## src/rtl/melody_sequencer_pkg.sv

```systemverilog
// Shared types and constants for the melody sequencer: FSM encoding, song ROM
// field layout and note codes matching the hz lookup.
package melody_sequencer_pkg;

  typedef enum logic [2:0] {
    StIdle,
    StFetch,
    StLoad,
    StPlay,
    StGap,
    StDone
  } state_e;

  localparam int unsigned DUR_MSB  = 11;
  localparam int unsigned DUR_LSB  = 8;
  localparam int unsigned NOTE_MSB = 7;
  localparam int unsigned NOTE_LSB = 0;

  localparam logic [7:0] NOTE_REST = 8'h00;
  localparam logic [3:0] END_DUR   = 4'd0;

  // Low octave
  localparam logic [7:0] NOTE_L1 = 8'h01;
  localparam logic [7:0] NOTE_L2 = 8'h02;
  localparam logic [7:0] NOTE_L3 = 8'h03;
  localparam logic [7:0] NOTE_L4 = 8'h04;
  localparam logic [7:0] NOTE_L5 = 8'h05;
  localparam logic [7:0] NOTE_L6 = 8'h06;
  localparam logic [7:0] NOTE_L7 = 8'h07;
  // Middle octave
  localparam logic [7:0] NOTE_M1 = 8'h11;
  localparam logic [7:0] NOTE_M2 = 8'h12;
  localparam logic [7:0] NOTE_M3 = 8'h13;
  localparam logic [7:0] NOTE_M4 = 8'h14;
  localparam logic [7:0] NOTE_M5 = 8'h15;
  localparam logic [7:0] NOTE_M6 = 8'h16;
  localparam logic [7:0] NOTE_M7 = 8'h17;
  // High octave
  localparam logic [7:0] NOTE_H1 = 8'h21;
  localparam logic [7:0] NOTE_H2 = 8'h22;
  localparam logic [7:0] NOTE_H3 = 8'h23;
  localparam logic [7:0] NOTE_H4 = 8'h24;
  localparam logic [7:0] NOTE_H5 = 8'h25;
  localparam logic [7:0] NOTE_H6 = 8'h26;
  localparam logic [7:0] NOTE_H7 = 8'h27;
  // Super-high octave
  localparam logic [7:0] NOTE_S1 = 8'h31;
  localparam logic [7:0] NOTE_S2 = 8'h32;
  localparam logic [7:0] NOTE_S3 = 8'h33;
  localparam logic [7:0] NOTE_S4 = 8'h34;
  localparam logic [7:0] NOTE_S5 = 8'h35;
  localparam logic [7:0] NOTE_S6 = 8'h36;
  localparam logic [7:0] NOTE_S7 = 8'h37;

  function automatic logic [3:0] rom_dur(input logic [11:0] entry);
    return entry[DUR_MSB:DUR_LSB];
  endfunction

  function automatic logic [7:0] rom_note(input logic [11:0] entry);
    return entry[NOTE_MSB:NOTE_LSB];
  endfunction

endpackage

```

## src/rtl/melody_sequencer_ms_tick_gen.sv

```systemverilog
// Millisecond tick divider: one-cycle tick every MS_CYC cycles, restartable
// via clear_i so the first tick after a clear lands exactly MS_CYC cycles later.
module ms_tick_gen #(
  parameter int unsigned MS_CYC = 50000
) (
  input  logic clk_i,
  input  logic rst_i,
  input  logic clear_i,
  output logic tick_o
);

  localparam int unsigned CntW = (MS_CYC > 1) ? $clog2(MS_CYC) : 1;
  localparam logic [CntW-1:0] CntLast = CntW'(MS_CYC - 1);

  logic [CntW-1:0] cnt_q, cnt_d;

  assign tick_o = (cnt_q == CntLast);

  always_comb begin
    cnt_d = cnt_q + 1'b1;
    if (clear_i || tick_o) begin
      cnt_d = '0;
    end
  end

  always_ff @(posedge clk_i) begin
    if (rst_i) begin
      cnt_q <= '0;
    end else begin
      cnt_q <= cnt_d;
    end
  end

endmodule

```

## src/rtl/melody_sequencer.sv

```systemverilog
// Steps through a song ROM, driving note codes to the hz lookup and gating the
// PWM for each note's beat count, with an optional silent gap between notes.
module melody_sequencer
  import melody_sequencer_pkg::*;
#(
  parameter int unsigned CLK_FRE  = 50,
  parameter int unsigned MS_CYC   = CLK_FRE * 1000,
  parameter int unsigned BEAT_MS  = 250,
  parameter int unsigned GAP_MS   = 20,
  parameter int unsigned SONG_LEN = 32,
  parameter int unsigned ADDR_W   = 5
) (
  input  logic              sys_clk,
  input  logic              sys_rst,
  input  logic              start,
  input  logic              stop,
  input  logic              loop_en,
  output logic [ADDR_W-1:0] rom_addr,
  input  logic [11:0]       rom_data,
  output logic [7:0]        hz_sel,
  output logic              beep_en,
  output logic              busy,
  output logic              done
);

  localparam int unsigned BeatW = $clog2(15 * BEAT_MS + 1);
  localparam logic [BeatW-1:0] BeatUnit = BeatW'(BEAT_MS);
  localparam logic [BeatW-1:0] GapLast  = BeatW'((GAP_MS > 0) ? GAP_MS - 1 : 0);
  localparam logic [ADDR_W-1:0] LastAddr = ADDR_W'(SONG_LEN - 1);

  state_e            state_q, state_d;
  logic [ADDR_W-1:0] rom_addr_q, rom_addr_d;
  logic [7:0]        hz_sel_q, hz_sel_d;
  logic              beep_en_q, beep_en_d;
  logic [BeatW-1:0]  target_q, target_d;
  logic [BeatW-1:0]  beat_q, beat_d;

  logic              tick;
  logic              clear;
  logic [3:0]        dur;
  logic [7:0]        note;
  state_e            eos_state;
  logic [ADDR_W-1:0] eos_addr;
  state_e            adv_state;
  logic [ADDR_W-1:0] adv_addr;

  assign dur  = rom_dur(rom_data);
  assign note = rom_note(rom_data);

  // Every state change restarts both the ms divider and the tick counter.
  assign clear = (state_d != state_q);

  ms_tick_gen #(
    .MS_CYC (MS_CYC)
  ) u_ms_tick_gen (
    .clk_i   (sys_clk),
    .rst_i   (sys_rst),
    .clear_i (clear),
    .tick_o  (tick)
  );

  always_comb begin
    eos_state = loop_en ? StFetch : StDone;
    eos_addr  = loop_en ? '0 : rom_addr_q;
    if (rom_addr_q == LastAddr) begin
      adv_state = eos_state;
      adv_addr  = eos_addr;
    end else begin
      adv_state = StFetch;
      adv_addr  = rom_addr_q + 1'b1;
    end
  end

  always_comb begin
    state_d    = state_q;
    rom_addr_d = rom_addr_q;
    hz_sel_d   = hz_sel_q;
    beep_en_d  = beep_en_q;
    target_d   = target_q;

    unique case (state_q)
      StIdle: begin
        if (start && !stop) begin
          rom_addr_d = '0;
          state_d    = StFetch;
        end
      end
      StFetch: begin
        state_d = StLoad;
      end
      StLoad: begin
        if (dur == END_DUR) begin
          state_d    = eos_state;
          rom_addr_d = eos_addr;
        end else begin
          hz_sel_d  = note;
          beep_en_d = (note != NOTE_REST);
          target_d  = BeatW'(dur) * BeatUnit;
          state_d   = StPlay;
        end
      end
      StPlay: begin
        if (tick && (beat_q == target_q - 1'b1)) begin
          hz_sel_d  = NOTE_REST;
          beep_en_d = 1'b0;
          if (GAP_MS > 0) begin
            state_d = StGap;
          end else begin
            state_d    = adv_state;
            rom_addr_d = adv_addr;
          end
        end
      end
      StGap: begin
        if (tick && (beat_q == GapLast)) begin
          state_d    = adv_state;
          rom_addr_d = adv_addr;
        end
      end
      StDone: begin
        state_d = StIdle;
      end
      default: begin
        state_d = StIdle;
      end
    endcase

    if (stop && (state_q != StIdle)) begin
      state_d   = StIdle;
      hz_sel_d  = NOTE_REST;
      beep_en_d = 1'b0;
    end
  end

  always_comb begin
    beat_d = beat_q;
    if (clear) begin
      beat_d = '0;
    end else if (tick) begin
      beat_d = beat_q + 1'b1;
    end
  end

  always_ff @(posedge sys_clk) begin
    if (sys_rst) begin
      state_q    <= StIdle;
      rom_addr_q <= '0;
      hz_sel_q   <= NOTE_REST;
      beep_en_q  <= 1'b0;
      target_q   <= '0;
      beat_q     <= '0;
    end else begin
      state_q    <= state_d;
      rom_addr_q <= rom_addr_d;
      hz_sel_q   <= hz_sel_d;
      beep_en_q  <= beep_en_d;
      target_q   <= target_d;
      beat_q     <= beat_d;
    end
  end

  assign rom_addr = rom_addr_q;
  assign hz_sel   = hz_sel_q;
  assign beep_en  = beep_en_q;
  assign busy     = (state_q != StIdle);
  assign done     = (state_q == StDone);

endmodule

```

## config.mk

```make
export PLATFORM = sky130hd
export DESIGN_NAME = melody_sequencer
export DESIGN_NICKNAME = d
export VERILOG_FILES = /design/src/rtl/melody_sequencer_pkg.sv /design/src/rtl/melody_sequencer_ms_tick_gen.sv /design/src/rtl/melody_sequencer.sv
export SDC_FILE = /design/constraint.sdc
export NUM_CORES = 1
export LEC_CHECK = 0
export ABC_AREA = 1
export ABC_CLOCK_PERIOD_IN_PS = 3400
export CORE_MARGIN = 3
export CORE_UTILIZATION = 50
export DETAILED_ROUTE_END_ITERATION = 12
export HOLD_SLACK_MARGIN = 0.15
export PLACE_DENSITY = 0.7
export REMOVE_ABC_BUFFERS = 1
export SLEW_MARGIN = 15
export SYNTH_ARGS = -nofsm -noshare
export SYNTH_HDL_FRONTEND = slang
export SYNTH_SLANG_ARGS = --single-unit
```

## constraint.sdc

```tcl
create_clock -name sys_clk -period 3.4 [get_ports sys_clk]
set_input_delay 0.34 -clock sys_clk [delete_from_list [all_inputs] [get_ports sys_clk]]
set_output_delay 0.34 -clock sys_clk [all_outputs]
set_load 0.01 [all_outputs]
```

* Yosys cells after proc, flatten, opt, wreduce, memory -nomap -nowiden
Cells that the tools add are included.
Word-level totals: flip-flop bits (word level) 56, bits in latches 0, bits in writable memories 0, ROM bits 0, input bits 17, output and inout bits 16, logic and storage cells 66, memories 0
Operators by class: $add $sub $neg 4, $mul 1, divide/modulo/power cells 0, $lt $le $gt $ge 0, equality and inequality tests 15, shift operators 0, multiplexer cells 20, bitwise operators 1, reductions and logical operators 18
Operators by type and width (number):
- 5-bit two-way mux | 5
- 3-bit two-way mux | 7
- 16-bit by 1-bit adder with 16-bit output (second input constant) | 1
- 16-bit == test (second input constant) | 1
- 8-bit two-way mux | 2
- 8-bit case mux with 2 select lines | 1
- 3-bit case mux with 5 select lines | 1
- 5-bit case mux with 3 select lines | 1
- 12-bit by 1-bit adder with 12-bit output (second input constant) | 1
- 12-bit == test | 1
- 12-bit by 5-bit == test with 1-bit output (second input constant) | 1
- 12-bit by 1-bit subtractor with 12-bit output (second input constant) | 1
- 4-bit by 7-bit multiplier with 11-bit output (second input constant) | 1
- 2-bit != test (second input constant) | 5
- 8-bit nonzero test | 1
- 3-bit by 2-bit == test with 1-bit output (second input constant) | 2
- 3-bit == test (second input constant) | 2
- 3-bit nonzero test | 2
- 2-bit OR reduction | 3
- 5-bit by 1-bit adder with 5-bit output (second input constant) | 1
- 5-bit == test (second input constant) | 1
- 1-bit logical AND | 4
- 4-bit zero test | 1
- 4-bit AND reduction | 1
- other kinds (11) | 12

* Longest topological paths before layout
Gate-level depths: netlist (run 1).
depth after elaboration 9, mapped depth 20

* By module
Synthesis (run 1) repeated with hierarchy kept, for this count alone.
Unflattened totals: cell total of the unflattened synthesis 533, area, all modules 3663.5 sq um
Modules (own cells, without submodules):
- melody_sequencer | times used 1, cells an instance 406, area each 2821.5 sq um
- ms_tick_gen | times used 1, cells an instance 127, area each 842.1 sq um

* Least setup slack after synthesis (run 1)
OpenSTA, ideal clock, no wires.
path kind input to register, start in rom_data[9], end reg target_q[11], library setup time 128 ps, data arrival time 2804 ps, slack 468 ps, stages on the path 14, buffers on the path 0, cell sequence fa_1 > inv_1 > fa_1 > inv_1 > ha_1 > a21oi_1 > nand2_1 > a21oi_1 > o21ai_0 > nand2_1 > nand2_1 > a21oi_1 > xor2_1 > a21oi_1
On the way: word-level cells in the longest chain between the ends 3, elaborated cells on any way between the ends 4, those cells by class 1 x mul; 1 x bitwise; 2 x reduce/logical
RTL lines:
- start: declaration | line melody_sequencer.sv:19 | input logic [11:0] rom_data,
- parallel branches: the longest is 3 deep, another holds 4-bit by 7-bit multiplier with 11-bit output
- end signal: assignment | line melody_sequencer.sv:157 | target_q <= target_d;
- end: declaration | line melody_sequencer.sv:35 | logic [BeatW-1:0] target_q, target_d;
Parallel ways; which one is timed is not known. A chain may end at the register's enable or synchronous reset.

* Final worst setup path (run 1)
Same ends and word-level chain as after synthesis.

==> results.sh, run 1 <==
export IMPL_route_final_wire_length_microns=8210
export IMPL_cts_sink_count=56
export IMPL_routed_via_count=3450
export IMPL_post_route_cells_drive_above_1_share_pct=10.1
export IMPL_timing_critical_path_to_type="flip-flop"
export IMPL_timing_hold_worst_class="flip-flop to flip-flop"
export IMPL_cts_tree="yes"
export IMPL_die_height_microns=93.9
export IMPL_timing_startpoint_of_the_critical_path="rom_data[9]"
export IMPL_finalSetupViolations=0
export IMPL_reg2reg_setup_slack_ns=0.72
export IMPL_timing_worst_setup_path_type="primary input to flip-flop"
export IMPL_grt_pass1_vias=3151
export IMPL_tns_ns=0
export IMPL_finish_net_count=636
export IMPL_clock_skew_ns=0.00853
export IMPL_detailedRoute_firstIterationViolations=185
export IMPL_grt_first_pass_wirelength_microns=14100
export IMPL_postSynthRegisterBits=56
export IMPL_path_cells="clkdlybuf4s50_1 -> fa_1 -> inv_1 -> fa_1 -> inv_1 -> ha_1 -> a21oi_1 -> nand2_1 -> a21oi_1 -> o21ai_0 -> nand2_1 -> nand2_1 -> a21oi_1 -> xor2_1 -> a21oi_1"
export IMPL_vias_per_cell=4.99
export IMPL_relSlewSlack_pct=61.0
export IMPL_io_pins=33
export IMPL_crit_required_ns=3.61
export IMPL_hold_path_startpoint="u_ms_tick_gen.cnt_q[0]"
export IMPL_cells_taking_the_most_area_after_synthesis="dfxtp_1, nand2_1, inv_1"
export IMPL_die_area_sq_mm=0.00881
export IMPL_grt_total_usage_pct=19.7
export IMPL_crit_cells=15
export IMPL_rr_worst_depth=14
export IMPL_number_of_routed_nets_with_antenna_violations=0
export IMPL_remaining_drc_errors=0
export IMPL_clock_slew_at_reported_path_ffs_ns=0.10
export IMPL_core_area_sq_mm=0.00737
export IMPL_worstSetupEndpoint="target_q[11]"
export IMPL_overall_power_after_layout_uw=1600
export IMPL_slew_violations=0
export IMPL_antenna_found_initial=0
export IMPL_cts_buffers=5
export IMPL_start_util_pct=52.4
export IMPL_worst_endpoint_arrival_ns=3.25
export IMPL_cts_root_buffer="clkbuf_8"
export IMPL_worst_path_max_delay_cell="fa_1"
export IMPL_yosysTopAreaCell="dfxtp_1"
export IMPL_grt_max_degree=18
export IMPL_p_per_area_mw_per_mm2=363
export IMPL_post_synth_num_cell_types=38
export IMPL_grt_ovfl_total=0
export IMPL_area_growth_syn_to_layout_pct=14.3
export IMPL_start_kind="primary input"
export IMPL_routedWlPerCell_microns=11.9
export IMPL_power_static_leakage_uw=0.00188
export IMPL_layoutNonFillerInstCount=692
export IMPL_chipWidth_microns=93.9
export IMPL_final_hold_worst_slack_ns=0.460
export IMPL_outcome="complete, no violations"
export IMPL_antenna_cells_inserted=0
export IMPL_rows=31
export IMPL_cts_hold_buf=0
export IMPL_ys_warnings_count=0
export IMPL_synthesis_area_per_instance_sq_um=7.02
export IMPL_post_cts_buffers=0
export IMPL_shortest_period_the_worst_path_allows_ns=3.05
export IMPL_clock_tree_htree_level_count=2
export IMPL_rsz0062_at_grt="no"
export IMPL_post_route_period_util_pct=89.6
export IMPL_postCtsResizedCells=0
export IMPL_drv_cap=0
export IMPL_cpPeakStageDelay_ns=0.58
export IMPL_endpoints_failing_hold=0
export IMPL_detailed_routing_iterations_pass_1=4
export IMPL_fillers=696
export IMPL_timing_critical_path_fanout_max=3
export IMPL_netlist_area_sq_mm=0.00386
export IMPL_r2r_start="rom_addr[0]"
export IMPL_gp_routability_congestion=0.867
export IMPL_number_of_placed_instances_taps_included=684
export IMPL_vdd_drop_max_uv=148
export IMPL_synth_top_cell_area_share_pct=29.0
export IMPL_crit_reg2reg_capture="beat_q[1]"
export IMPL_port_buffer_count=32
export IMPL_timing_worst_slew_pin_value_ns=0.584
export IMPL_final_core_utilization_pct=59.9
export IMPL_clkLatencyLatePin_ns=0.32
export IMPL_cp_buffers_inverters=3
export IMPL_max_freq_mhz=328
export IMPL_cts_buffer_depth=2
export IMPL_sequential_fraction_of_the_synthesis_area_pct=29.0
export IMPL_synthesis_instances=550
export IMPL_place_hpwl_microns=6500
export IMPL_cpMostUsedCell="a21oi_1"
export IMPL_crit_family="adder cells"
[registers in the layout, indices dropped and copies added, names as in the netlist]
| name | count |
|---|---|
| u_ms_tick_gen.cnt_q | 16 |
| beat_q | 12 |
| target_q | 11 |
| hz_sel | 8 |
| rom_addr | 5 |
| state_q | 3 |
| beep_en | 1 |
[final cells by class]
class / instances / area [sq um] / area share, %
inverter: 90 / 338 / 7.65
sequential: 56 / 1120 / 25.4
multi-input combinational: 398 / 2350 / 53.3
clock buffer: 6 / 72.6 / 1.64
tap: 99 / 124 / 2.81
clock inverter: 2 / 16.3 / 0.368
timing repair buffer: 41 / 388 / 8.79
[cell usage in the layout (no fill, tap or decap)]
master / n
a211oi_1: 1
a21oi_1: 36
a31oi_1: 2
a32oi_1: 1
buf_4: 9
clkbuf_1: 1
clkbuf_8: 5
clkdlybuf4s50_1: 32
clkinv_1: 5
clkinv_4: 1
clkinvlp_4: 1
dfxtp_1: 56
fa_1: 7
ha_1: 20
inv_1: 75
inv_2: 10
mux2i_1: 1
nand2_1: 113
nand2_2: 2
nand3_1: 36
nand3_2: 1
nand3_4: 1
nand3b_1: 1
nand4_1: 8
nor2_1: 52
nor2_2: 16
nor2_4: 13
nor3_1: 15
nor3_2: 1
nor3b_1: 1
nor4_1: 3
o211ai_1: 1
o21ai_0: 22
o21ai_1: 1
o31ai_1: 1
o32ai_1: 2
or2_0: 1
or2_1: 2
xnor2_1: 8
xor2_1: 29
[worst min-delay path by stage]
| stage | slack [ns] | end | cells after the start |
|---|---|---|---|
| 3_3_place_gp | 0.43 | u_ms_tick_gen.cnt_q[0] | 1 |
| 4_1_cts | 0.47 | u_ms_tick_gen.cnt_q[0] | 1 |
| 5_1_grt | 0.49 | hz_sel[5] | 2 |
| 6_report | 0.46 | u_ms_tick_gen.cnt_q[0] | 1 |
| 2_1_floorplan | 0.41 | rom_addr[0] | 1 |
| 3_5_place_dp | 0.45 | u_ms_tick_gen.cnt_q[0] | 1 |
[cells by family after synthesis]
logic type               synth area share, %
XOR/XNOR                                8.39
AND/OR/NAND/NOR                         33.0
adder cells (fa/ha/maj)                 10.1
multiplexers                           0.259
buffers and inverters                   9.98
flip-flops                              29.0
AO/OA/AOI/OAI                           9.24
[cell usage after synthesis]
cell	n
nand2_1	113
inv_1	75
dfxtp_1	56
nor2_1	52
a21oi_1	36
nand3_1	36
xor2_1	29
o21ai_0	22
ha_1	20
nor2_2	16
nor3_1	15
nor2_4	13
inv_2	10
nand4_1	8
xnor2_1	8
fa_1	7
clkinv_1	5
clkbuf_1	3
nor4_1	3
a31oi_1	2
nand2_2	2
o32ai_1	2
or2_1	2
a211oi_1	1
a32oi_1	1
buf_12	1
buf_6	1
clkbuf_2	1
mux2i_1	1
nand3_2	1
nand3_4	1
nand3b_1	1
nor3_2	1
nor3b_1	1
o211ai_1	1
o21ai_1	1
o31ai_1	1
or2_0	1
[per-stage QoR]
stage | worst slack (ns) | area, sq um
6_report | 0.353 | 4410
5_1_grt | 0.137 | 4410
4_1_cts | 0.344 | 4410
3_5_place_dp | 0.00533 | 4330
3_3_place_gp | 0.0931 | 4330
2_1_floorplan | 0.449 | 3810
[report_power, final]
part           switching (uW)  leakage, uW  internal (uW)
registers                30.8     0.000453            685
clock network             232    0.0000414            147
logic                     303      0.00138            203
[per-layer routing]
metal / share of wire [%] / vias up / global-route usage [%]
met2: 49 / 35 / 34.2
met4: 1.8 / 0 / 6.02
met1: 47 / 1574 / 25.2
met3: 2.4 / 12 / 2.72
met5: 0 / - / 0
li1: - / 1829 / -
Power figures use the tool's default switching activity.
==> run 2: changes to the inputs <==
Settings changed: ABC_CLOCK_PERIOD_IN_PS 3400 to 3100, RECOVER_POWER set to 100.
Clock period 3.4 ns to 3.1 ns, I/O delays scaled along.
==> results.sh, run 2 (synthesis results as in run 1) <==
export IMPL_antenna_found_initial=0
export IMPL_grt_pass1_vias=3363
export IMPL_cts_hold_buf=0
export IMPL_power_static_leakage_uw=0.00196
export IMPL_timing_critical_path_to_type="flip-flop"
export IMPL_core_area_sq_mm=0.00737
export IMPL_cts_buffer_depth=2
export IMPL_area_growth_syn_to_layout_pct=14.3
export IMPL_place_hpwl_microns=6640
export IMPL_routed_via_count=3501
export IMPL_routedWlPerCell_microns=12.0
export IMPL_grt_first_pass_wirelength_microns=14800
export IMPL_commonest_non_fill_non_tap_cell_in_the_layout="nand2_1"
export IMPL_antenna_cells_inserted=0
export IMPL_number_of_routed_nets_with_antenna_violations=0
export IMPL_crit_reg2reg_capture="u_ms_tick_gen.cnt_q[9]"
export IMPL_p_comb_share_pct=31.8
export IMPL_die_height_microns=93.9
export IMPL_worst_endpoint_arrival_ns=3.15
export IMPL_timing_worst_slew_pin_value_ns=0.539
export IMPL_pwr_share_seq_pct=44.5
export IMPL_cts_buffers=5
export IMPL_p_per_area_mw_per_mm2=399
export IMPL_clock_tree_htree_level_count=2
export IMPL_timing_startpoint_of_the_critical_path="rom_data[10]"
export IMPL_detailed_routing_iterations_pass_1=4
export IMPL_clock_skew_ns=0.0121
export IMPL_timing_worst_setup_path_type="primary input to flip-flop"
export IMPL_reg2reg_setup_slack_ns=0.49
export IMPL_clock_slew_at_reported_path_ffs_ns=0.11
export IMPL_cts_sink_count=56
export IMPL_finalSetupViolations=0
export IMPL_clkLatencyLatePin_ns=0.31
export IMPL_crit_required_ns=3.31
export IMPL_detailedRoute_firstIterationViolations=138
export IMPL_shortest_period_the_worst_path_allows_ns=2.94
export IMPL_net_switching_power_uw=621
export IMPL_start_kind="primary input"
export IMPL_post_route_period_util_pct=94.8
export IMPL_vias_per_cell=5.02
export IMPL_clockPowerShare_pct=23.7
export IMPL_dpl_instance_area_sq_mm=0.00436
export IMPL_die_area_sq_mm=0.00881
export IMPL_relSlewSlack_pct=63.8
export IMPL_start_util_pct=52.4
export IMPL_timing_hold_worst_class="flip-flop to flip-flop"
export IMPL_grt_ovfl_total=0
export IMPL_layout_common_cells="nand2_1, inv_1, nor2_1"
export IMPL_grt_max_degree=19
export IMPL_p_int_uw=1140
export IMPL_chipWidth_microns=93.9
export IMPL_route_final_wire_length_microns=8370
export IMPL_slew_violations=0
export IMPL_port_buffer_count=32
export IMPL_endpoints_failing_hold=0
export IMPL_largest_reg_flops=16
export IMPL_layout_top_registers="u_ms_tick_gen.cnt_q (16), beat_q (12), target_q (11)"
export IMPL_vdd_drop_max_uv=193
export IMPL_worstSetupEndpoint="target_q[10]"
export IMPL_outcome="complete, no violations"
export IMPL_switching_share_pct=35.2
export IMPL_rr_worst_depth=15
export IMPL_final_critical_path_setup_slack_ns=0.161
export IMPL_drv_cap=0
export IMPL_tns_ns=0
export IMPL_max_flop_register="u_ms_tick_gen.cnt_q"
export IMPL_post_route_cells_drive_above_1_share_pct=9.03
export IMPL_timing_critical_path_fanout_max=3
export IMPL_cts_root_buffer="clkbuf_8"
export IMPL_max_freq_mhz=340
export IMPL_grt_total_usage_pct=20.4
export IMPL_rows=31
export IMPL_remaining_drc_errors=0
export IMPL_r2r_start="u_ms_tick_gen.cnt_q[0]"
export IMPL_dp_worst_setup_slack_ns=-0.260
export IMPL_finish_net_count=641
export IMPL_cts_tree="yes"
export IMPL_post_route_cell_area_sq_mm=0.00441
export IMPL_gp_routability_congestion=0.898
export IMPL_io_pins=33
run 2: cell types whose count changed in the layout (fill, tap and decap cells not counted), sizes merged:
cell           delta
dlymetal6s2s      +1
inv               +1
dlygate4sd3      +16
buf               +2
clkdlybuf4s50    -17
clkbuf            +2
run 2: critical path, cell delays in order:
cell,delay (ns)
clkdlybuf4s50_1,0.44
fa_1,0.55
clkbuf_1,0.21
fa_1,0.45
ha_1,0.33
clkbuf_1,0.12
nand3_1,0.08
a21oi_1,0.07
o21ai_0,0.21
nand2_1,0.11
xnor2_1,0.17
a21oi_1,0.08
run 2: worst min path at each step:
stage | startpoint | end | slack [ns] | depth (start not counted)
final | u_ms_tick_gen.cnt_q[0] | u_ms_tick_gen.cnt_q[0] | 0.46 | 1
after global routing | u_ms_tick_gen.cnt_q[0] | u_ms_tick_gen.cnt_q[0] | 0.48 | 1
after CTS | u_ms_tick_gen.cnt_q[0] | u_ms_tick_gen.cnt_q[0] | 0.46 | 1
after detailed placement | u_ms_tick_gen.cnt_q[0] | u_ms_tick_gen.cnt_q[0] | 0.44 | 1
after global placement | u_ms_tick_gen.cnt_q[0] | u_ms_tick_gen.cnt_q[0] | 0.43 | 1
after floorplan | sys_rst | rom_addr[0] | 0.38 | 1
run 2: timing repair:
action                                  CTS  global route
endpoints found under the setup margin    0             2
setup buffers                             0             0
gates resized for setup                   0             2
run 2: stage by stage:
stage / power, uW / hold WS (ns) / util (%) / instances
global route: 1900 / 0.483 / 59.9 / 697
global placement: 1360 / 0.429 / 59.2 / 689
floorplan: 1190 / 0.379 / - / 544
CTS: 1800 / 0.461 / 60.4 / 697
finish: 1760 / 0.456 / 59.9 / 697
detailed placement: 1380 / 0.437 / 59.2 / 689
run 2: area by class of cell:
class                           count  area (sq um)
Sequential cell                    56          1120
Clock buffer                        5          68.8
Clock inverter                      3          21.3
Multi-Input combinational cell    398          2320
Tap cell                           99           124
Fill cell                         721          2960
Inverter                           90           338
Timing Repair Buffer               46           418
run 2: power by group through the flow:
stage          Clock, uW  Combinational (uW)  Sequential, uW
5_1_grt              455                 656             790
3_3_place_gp           0                 559             800
6_report             417                 560             785
4_1_cts              433                 579             784
2_1_floorplan          0                 393             799
3_5_place_dp           0                 577             801
run 2: layer usage:
| layer | wire length, microns | up-vias | global-route usage [%] | part of all wire (%) |
|---|---|---|---|---|
| met4 | 112 | 0 | 5.66 | 1.3 |
| li1 | - | 1835 | - | - |
| met5 | 0 | - | 0 | 0 |
| met2 | 4140 | 53 | 36.0 | 49 |
| met3 | 275 | 8 | 2.96 | 3.3 |
| met1 | 3850 | 1605 | 25.8 | 46 |
==> run 3: changes to the inputs <==
Settings changed: CORE_UTILIZATION 50 to 30, PLACE_DENSITY 0.7 to unset.
==> results.sh, run 3 (synthesis results as in run 1) <==
export IMPL_reg2reg_setup_slack_ns=0.44
export IMPL_chipWidth_microns=119
export IMPL_p_per_area_mw_per_mm2=423
export IMPL_layout_area_seq_sq_mm=0.00112
export IMPL_finish_net_count=641
export IMPL_finalSetupViolations=0
export IMPL_start_util_pct=31.4
export IMPL_crit_reg2reg_capture="u_ms_tick_gen.cnt_q[3]"
export IMPL_clkLatencyLatePin_ns=0.30
export IMPL_detailedRoute_firstIterationViolations=235
export IMPL_start_kind="primary input"
export IMPL_shortest_period_the_worst_path_allows_ns=2.87
export IMPL_routedWlPerCell_microns=11.1
export IMPL_clock_slew_at_reported_path_ffs_ns=0.07
export IMPL_remaining_drc_errors=0
export IMPL_hold_path_end="u_ms_tick_gen.cnt_q[0]"
export IMPL_die_area_sq_mm=0.0143
export IMPL_grt_total_usage_pct=12.5
export IMPL_antenna_cells_inserted=0
export IMPL_rows=40
export IMPL_multiInputGateArea_sq_mm=0.00236
export IMPL_hold_path_startpoint="u_ms_tick_gen.cnt_q[0]"
export IMPL_area_growth_syn_to_layout_pct=19.0
export IMPL_number_of_routed_nets_with_antenna_violations=0
export IMPL_timing_hold_worst_class="flip-flop to flip-flop"
export IMPL_cpMostUsedCell="nand2_1"
export IMPL_relSlewSlack_pct=64.6
export IMPL_slew_violations=0
export IMPL_timing_critical_path_to_type="flip-flop"
export IMPL_r2r_start="u_ms_tick_gen.cnt_q[0]"
export IMPL_grt_pass1_vias=3287
export IMPL_layout_common_cells="nand2_1, inv_1, dfxtp_1"
export IMPL_timing_worst_setup_path_type="primary input to flip-flop"
export IMPL_worst_endpoint_arrival_ns=3.06
export IMPL_rr_worst_depth=15
export IMPL_max_freq_mhz=348
export IMPL_largest_reg_flops=16
export IMPL_die_height_microns=119
export IMPL_cts_root_buffer="clkbuf_16"
export IMPL_final_core_utilization_pct=37.3
export IMPL_routed_via_count=3420
export IMPL_cts_sink_count=56
export IMPL_outcome="complete, no violations"
export IMPL_detailed_routing_iterations_pass_1=4
export IMPL_grt_first_pass_wirelength_microns=15000
export IMPL_worst_path_max_delay_cell="clkdlybuf4s50_1"
export IMPL_path_cells="clkdlybuf4s50_1 -> clkbuf_1 -> ha_1 -> inv_1 -> fa_1 -> inv_1 -> ha_1 -> nand3_1 -> nand2_1 -> a21oi_2 -> o21ai_1 -> nand2_1 -> nand2_1 -> a21oi_2 -> xor2_1 -> a21oi_1"
export IMPL_post_route_cells_drive_above_1_share_pct=10.2
export IMPL_max_flop_register="u_ms_tick_gen.cnt_q"
export IMPL_cts_tree="yes"
export IMPL_timing_worst_slew_pin_value_ns=0.531
export IMPL_place_hpwl_microns=6690
export IMPL_crit_required_ns=3.29
export IMPL_power_static_leakage_uw=0.00199
export IMPL_route_final_wire_length_microns=8530
export IMPL_drv_cap=0
export IMPL_fillers=1303
export IMPL_io_pins=33
export IMPL_clock_skew_ns=0.00669
export IMPL_grt_ovfl_total=0
export IMPL_layout_top_registers="u_ms_tick_gen.cnt_q (16), beat_q (12), target_q (11)"
export IMPL_cpPeakStageDelay_ns=0.50
export IMPL_commonest_non_fill_non_tap_cell_in_the_layout="nand2_1"
export IMPL_endpoints_failing_hold=0
export IMPL_port_buffer_count=32
export IMPL_clock_tree_htree_level_count=2
export IMPL_final_hold_worst_slack_ns=0.454
export IMPL_worst_hold_path_num_cells=1
export IMPL_rsz0062_at_grt="no"
export IMPL_vdd_drop_max_uv=169
export IMPL_antenna_found_initial=0
export IMPL_timing_critical_path_fanout_max=5
export IMPL_grt_max_degree=17
export IMPL_gp_routability_congestion=0.861
export IMPL_cts_buffer_depth=2
export IMPL_vias_per_cell=4.46
export IMPL_post_route_period_util_pct=92.7
export IMPL_core_area_sq_mm=0.0123
export IMPL_cts_buffers=5
-- run 3: cell count changes in the layout (fill, tap and decap cells not counted) --
cell,before,now
clkinv_2,1,2
nor2_1,59,55
clkbuf_8,5,1
a21oi_2,0,3
o21ai_0,22,21
nor2_4,9,12
o21ai_1,1,2
inv_6,1,0
clkinvlp_4,1,0
nor2_2,13,14
a21oi_1,36,33
clkbuf_16,0,5
-- run 3: cell type report --
class	count	area share (%)
timing repair buffer	46	9.10
clock buffer	6	3.02
clock inverter	2	0.218
inverter	90	7.35
sequential	56	24.4
multi-input combinational	398	51.3
tap	168	4.58
-- run 3: worst max path at each step --
stage	startpoint	endpoint	slack, ns	depth (start not counted)
floorplan	rom_data[9]	target_q[11]	0.18	14
global placement	rom_data[9]	target_q[11]	-0.18	15
detailed placement	rom_data[9]	target_q[11]	-0.23	15
CTS	rom_data[9]	target_q[11]	0.08	15
global route	u_ms_tick_gen.cnt_q[0]	u_ms_tick_gen.cnt_q[3]	0.005	15
finish	rom_data[10]	target_q[11]	0.23	16
-- run 3: through the flow --
| stage | setup slack [ns] | area, sq um | std cells | setup TNS (ns) | power, uW |
|---|---|---|---|---|---|
| global route | 0.00535 | 4590 | 766 | 0 | 2100 |
| floorplan | 0.179 | 3810 | 544 | 0 | 1190 |
| global placement | -0.182 | 4450 | 758 | -0.349 | 1370 |
| detailed placement | -0.235 | 4450 | 758 | -0.490 | 1380 |
| finish | 0.226 | 4590 | 766 | 0 | 1950 |
| CTS | 0.0818 | 4600 | 766 | 0 | 1970 |
-- run 3: worst max-delay path: cells and delay by family --
kind	cells	cell delay (ns)
xor+xnor	1	0.16
buf+inv	4	0.96
compound gates	4	0.39
fa+ha+maj	3	0.94
simple gates	4	0.29
-- run 3: timing repair --
action                     in CTS  in global routing
hold buffers                    0                  0
hold endpoints to repair        0                  0
resized for setup               0                  6
setup buffers                   0                  0
setup endpoints to repair       0                  2
-- run 3: metal layers --
metal | share of wire (%) | global-route usage (%) | vias to the layer above | wire [microns]
li1 | - | - | 1829 | -
met1 | 48 | 15.8 | 1524 | 4110
met2 | 46 | 20.9 | 56 | 3900
met3 | 4.0 | 2.33 | 11 | 337
met4 | 2.2 | 5.01 | 0 | 189
met5 | 0 | 0 | - | 0
-- run 3: power breakdown --
part / internal (uW) / leakage (uW) / switching (uW)
registers: 751 / 0.000453 / 32.5
logic: 237 / 0.00146 / 343
clock network: 319 / 0.0000766 / 262
